File: src/rtl/uart_pkg.sv
// uart_pkg: state encoding and bit-timing helpers shared by the UART transmitter and receiver.
package uart_pkg;
  typedef enum logic [1:0] {IDLE = 2'd0, START = 2'd1, DATA = 2'd2, STOP = 2'd3} uart_state_e;
  function automatic int clk_per_bit(input int clk_freq, input int baud);
    return clk_freq / baud;
  endfunction
  function automatic int cnt_width(input int cpb);
    return $clog2(cpb) + 1;
  endfunction
endpackage

File: src/rtl/uart_tx_fifo.sv
// uart_tx_fifo: synchronous circular-buffer FIFO with registered occupancy count.
module uart_tx_fifo #(
  parameter int Width = 8,
  parameter int Depth = 4
) (
  input  logic                     clk,
  input  logic                     rst_n,
  input  logic                     push,
  input  logic [Width-1:0]         din,
  input  logic                     pop,
  output logic [Width-1:0]         dout,
  output logic                     full,
  output logic                     empty,
  output logic [$clog2(Depth):0]   count
);
  localparam int AW = $clog2(Depth);
  logic [Width-1:0] mem_q [Depth];
  logic [AW-1:0] wr_q, wr_d, rd_q, rd_d;
  logic [AW:0] cnt_q, cnt_d;
  always_comb begin
    wr_d = push ? wr_q + 1'b1 : wr_q;
    rd_d = pop ? rd_q + 1'b1 : rd_q;
    cnt_d = cnt_q + (AW+1)'(push) - (AW+1)'(pop);
  end
  always_ff @(posedge clk or negedge rst_n) begin
    if (!rst_n) begin
      wr_q <= '0;
      rd_q <= '0;
      cnt_q <= '0;
    end else begin
      wr_q <= wr_d;
      rd_q <= rd_d;
      cnt_q <= cnt_d;
    end
  end
  always_ff @(posedge clk) begin
    if (push) mem_q[wr_q] <= din;
  end
  assign dout = mem_q[rd_q];
  assign full = cnt_q == (AW+1)'(Depth);
  assign empty = cnt_q == '0;
  assign count = cnt_q;
endmodule

File: src/rtl/uart_tx.sv
// uart_tx: FIFO-buffered UART transmitter, start bit + LSB-first payload + stop bit(s), idle-high line.
module uart_tx import uart_pkg::*; #(
  parameter int Param_BaurdRate   = 9600,
  parameter int Param_ClkFreq     = 1000000,
  parameter int Param_PayloadBits = 8,
  parameter int Param_StopBits    = 1,
  parameter int Param_FifoDepth   = 4
) (
  input  logic                               IO_Clk_I,
  input  logic                               IO_Rst_I,
  input  logic [Param_PayloadBits-1:0]       IO_TxData_I,
  input  logic                               IO_TxValid_I,
  output logic                               IO_TxReady_O,
  output logic                               IO_Tx_O,
  output logic                               IO_TxBusy_O,
  output logic [$clog2(Param_FifoDepth):0]   IO_FifoCount_O
);
  localparam int CPB = clk_per_bit(Param_ClkFreq, Param_BaurdRate);
  localparam int CW = cnt_width(CPB);
  localparam int BW = 4;
  uart_state_e state_q, state_d;
  logic [CW-1:0] cnt_q, cnt_d;
  logic [BW-1:0] bit_q, bit_d;
  logic [Param_PayloadBits-1:0] shift_q, shift_d, fifo_dout;
  logic tx_q, tx_d, push, pop, full, empty, bit_end, last_data, last_stop;
  assign bit_end = cnt_q == CW'(CPB - 1);
  assign last_data = bit_q == BW'(Param_PayloadBits - 1);
  assign last_stop = bit_q == BW'(Param_StopBits - 1);
  assign push = IO_TxValid_I && !full;
  // popping on the final stop cycle chains frames with no idle gap
  assign pop = !empty && (state_q == IDLE || (state_q == STOP && bit_end && last_stop));
  uart_tx_fifo #(.Width(Param_PayloadBits), .Depth(Param_FifoDepth)) u_fifo (
    .clk   (IO_Clk_I),
    .rst_n (IO_Rst_I),
    .push  (push),
    .din   (IO_TxData_I),
    .pop   (pop),
    .dout  (fifo_dout),
    .full  (full),
    .empty (empty),
    .count (IO_FifoCount_O)
  );
  always_ff @(posedge IO_Clk_I or negedge IO_Rst_I) begin
    if (!IO_Rst_I) begin
      state_q <= IDLE;
      cnt_q <= '0;
      bit_q <= '0;
      shift_q <= '0;
      tx_q <= 1'b1;
    end else begin
      state_q <= state_d;
      cnt_q <= cnt_d;
      bit_q <= bit_d;
      shift_q <= shift_d;
      tx_q <= tx_d;
    end
  end
  always_comb begin
    state_d = state_q;
    unique case (state_q)
      IDLE:    state_d = pop ? START : IDLE;
      START:   state_d = bit_end ? DATA : START;
      DATA:    state_d = (bit_end && last_data) ? STOP : DATA;
      STOP:    state_d = !(bit_end && last_stop) ? STOP : pop ? START : IDLE;
      default: state_d = IDLE;
    endcase
  end
  // line level is computed from next-state values so the register leads the phase it encodes
  always_comb begin
    cnt_d = (state_q == IDLE || bit_end) ? '0 : cnt_q + 1'b1;
    bit_d = (state_d != state_q) ? '0 : bit_end ? bit_q + 1'b1 : bit_q;
    shift_d = pop ? fifo_dout : (state_q == DATA && bit_end) ? shift_q >> 1 : shift_q;
    tx_d = (state_d == START) ? 1'b0 : (state_d == DATA) ? shift_d[0] : 1'b1;
  end
  assign IO_Tx_O = tx_q;
  assign IO_TxReady_O = !full;
  assign IO_TxBusy_O = (state_q != IDLE) || !empty;
endmodule
File: config.mk
export PLATFORM = sky130hd
export DESIGN_NAME = uart_tx
export DESIGN_NICKNAME = d
export VERILOG_FILES = /design/src/rtl/uart_pkg.sv /design/src/rtl/uart_tx_fifo.sv /design/src/rtl/uart_tx.sv
export SDC_FILE = /design/constraint.sdc
export NUM_CORES = 1
export LEC_CHECK = 0
export ABC_AREA = 1
export CORE_MARGIN = 2
export CORE_UTILIZATION = 45
export CTS_BUF_LIST = sky130_fd_sc_hd__clkbuf_4 sky130_fd_sc_hd__clkbuf_8
export CTS_CLUSTER_DIAMETER = 100
export DETAILED_ROUTE_END_ITERATION = 10
export PLACE_DENSITY = 0.73
export SLEW_MARGIN = 25
export SYNTH_ARGS = -nofsm -noshare
export SYNTH_HDL_FRONTEND = slang
export SYNTH_HIERARCHICAL = 1
export SYNTH_SLANG_ARGS = --single-unit
File: constraint.sdc
create_clock -name IO_Clk_I -period 2.54 [get_ports IO_Clk_I]
set_clock_uncertainty 0.05 [all_clocks]
set_input_delay 0.254 -clock IO_Clk_I [delete_from_list [all_inputs] [get_ports IO_Clk_I]]
set_output_delay 0.254 -clock IO_Clk_I [all_outputs]
set_load 0.02 [all_outputs]
==> impl_results.md <==
* Status: finished clean
* Power per cell area at 1070 nW/µm²
* Worst hold-check path type: in2async
* Period utilization at 0.923
* Routed wire per std cell at 11.9 µm
* Worst slew margin at 0.676
* Most frequent cell after synthesis: nand2_1
* Drt initial violations at 149
* Total die area at 7320 µm²
* # rows at 29
* Clock transition at path regs at 0.07 ns
* WP buf/inv at 4
* Initial antenna violation count at 0
* Commonest cells in the synthesized netlist: nand2_1, inv_1, edfxtp_1
* Grt ovf at 0
* Slowest stage cell, crit path: dfrtp_1
* Hold Fails Final Rpt at 0
* Number of flops mapped to enable cells by yosys at 32
* Vias/cell at 4.75
* Maximum vdd drop at 0.618 mV
* Worst Max-Slew Pin Slew at 0.482 ns
* Hold slack at 0.257 ns
* Crit path largest cell delay at 0.41 ns
* Switching power at 0.00127 W
* Share of cells above drive strength 1 at 0.141
* CP top delay family: adder cells
* Slew Viols, Final at 0
* Worst EP required at 2.77 ns
* Fin nets at 364
* Register area at 1710 µm²
* LEAKAGE at 1.68 nW
* First drt pass iteration count at 4
* Synth top area cells: edfxtp_1, dfrtp_1, nand2_1, inv_1, nand3_1
* Cts bufs inserted at 9
* Fillers at 563
* Crit Path Class: reg2reg
* CP arrival at 2.57 ns
* Routed vias at 2018
* Primary FF master, synth: edfxtp_1
* Syn_nets at 337
* N_diodes at 0
* Area of the multi-input gates at 970 µm²
* Port bufs at 16
* Synth area leader: edfxtp_1
* Clock power share at 0.277
* RSZ-0062 raised after global routing: no
* Synth Warn # at 6
* Worst skew pair latency at 0.34 ns
* CTS tree: yes
* Final Wtd Congestion at 0.797
* Chip height at 85.5 µm
* Final Routed Wirelength at 5050 µm
* Syn-to-layout area delta at 16.2%
* Mapped Area at 2990 µm²
* Reg power frac at 0.422
* Die width at 85.5 µm
* CTS Sinks at 62
* Hpwl dp at 3450 µm
* Cell chain of the critical path: ha_1, nand2_2, inv_2, nand2_2, nor2_4, nand3_1, nand2_1, nand2_2, inv_4, ha_1, inv_1, ha_1, fa_1, inv_1, nand3_1, nand2_1
* CTS HTree Levels at 3
* Number of global-route vias before repair at 1985
* Core area at 6390 µm²
* Switching part of the total at 0.341
* Antenna viol nets, final at 0
* Avg Cell Area, Syn at 9.47 µm²
* Max Cap Viol at 0
* All-layer global routing usage at 0.159
* Fmax at 427 MHz
* Fin crit period at 2.34 ns
* Top Ports at 17
* Asr flop ratio synth at 0.484
* Largest net degree at the start of global routing at 31
* Initial Util at 0.468
* Unique masters post-synth at 31
* Area share of the largest cell type after synthesis at 0.321
* Comb power frac at 0.301
* Worst Setup Start Kind: flip-flop
* First-pass GRT wire length at 8920 µm
* Setup slack after layout at 0.196 ns
* Post-synthesis cell count at 316
* P_int at 0.00246 W
* Final setup vio count at 0
* Setup TNS at 0 ns
* Seq/Total Area, Yosys at 0.573
* Crit-path max FO at 4
* Pre-CTS setup slack at 0.211 ns
* DRC Markers at 0
* Clock Tree Root: clkbuf_8
* Bufs on Longest Clock Path at 2
* Crit. End Element: flip-flop
* Register bit total from synthesis at 62
==> logic make-up after synthesis <==
| kind of cell | synth area share |
|---|---|
| xor+xnor | 0.0205 |
| buf+inv | 0.105 |
| simple gates | 0.246 |
| fa+ha+maj | 0.0443 |
| flops | 0.573 |
| compound gates | 0.0109 |
==> through the flow <==
stage | instance area [µm²] | instances | power (W) | util
after floorplan | 2990 | 316 | 0.00243 | -
after global placement | 3230 | 409 | 0.00268 | 0.506
after detailed placement | 3230 | 409 | 0.00273 | 0.506
after CTS | 3470 | 425 | 0.00378 | 0.543
after global routing | 3480 | 425 | 0.00402 | 0.544
final | 3480 | 425 | 0.00374 | 0.544
==> path summary, 6_finish.rpt <==
| kind | startpoint | to | slack [ns] | depth (start not counted) |
|---|---|---|---|---|
| hold / removal | IO_Rst_I | bit_q[3] | 0.26 | 2 |
| hold reg to reg | shift_q[3] | shift_q[3] | 0.43 | 2 |
| setup / recovery | cnt_q[0] | u_fifo/count[2] | 0.20 | 16 |
| min in group IO_Clk_I | shift_q[3] | shift_q[3] | 0.43 | 2 |
| setup reg to reg | cnt_q[0] | u_fifo/count[2] | 0.20 | 16 |
| max in group asynchronous | IO_Rst_I | IO_Tx_O | 1.86 | 2 |
==> power groups by stage <==
stage / logic [W] / clock network (W) / registers (W)
floorplan: 0.000882 / 0 / 0.00155
global placement: 0.00109 / 0 / 0.00159
detailed placement: 0.00113 / 0 / 0.00160
CTS: 0.00114 / 0.00106 / 0.00158
global route: 0.00130 / 0.00110 / 0.00162
finish: 0.00112 / 0.00104 / 0.00158
==> flip-flops by register name (all words and copies together) (netlist names) <==
register      cells
u_fifo/mem_q     32
cnt_q             8
shift_q           8
bit_q             4
u_fifo/count      3
state_q           2
u_fifo/rd_q       2
u_fifo/wr_q       2
IO_Tx_O           1
==> cells in the final DEF, fill, tap and decap left out, drive strengths merged <==
| cell type | count |
|---|---|
| clkdlybuf4s50 | 16 |
| nor3b | 3 |
| dfrtp | 29 |
| o21ai | 4 |
| a21oi | 1 |
| nor2 | 18 |
| o211ai | 1 |
| and3 | 1 |
| nand2 | 97 |
| clkinvlp | 2 |
| nand3 | 33 |
| ha | 9 |
| dfstp | 1 |
| edfxtp | 32 |
| clkinv | 1 |
| nand4 | 2 |
| and3b | 1 |
| clkbuf | 10 |
| inv | 65 |
| bufinv | 3 |
| nor3 | 5 |
| fa | 1 |
| xor2 | 7 |
| buf | 6 |
==> layer usage <==
metal	up-vias	wire, µm	track usage
li1	1030	-	-
met1	927	2240	0.202
met2	50	2460	0.250
met3	11	226	0.0491
met4	0	125	0.0765
met5	-	0	0
==> layout make-up <==
class                   instances  area share
repair buffers                 22      0.0590
clock inverters                 6      0.0317
flip-flops and latches         62       0.493
well taps                      77      0.0277
clock buffers                  10      0.0378
inverters                      65      0.0723
multi-input cells             183       0.279
==> what timing repair did <==
item                                    CTS  global route
gates resized for setup                   0             1
setup buffers                             0             0
endpoints found under the setup margin    0             1
hold buffers                              0             0
Note: power is estimated with default switching activity, not from simulation.
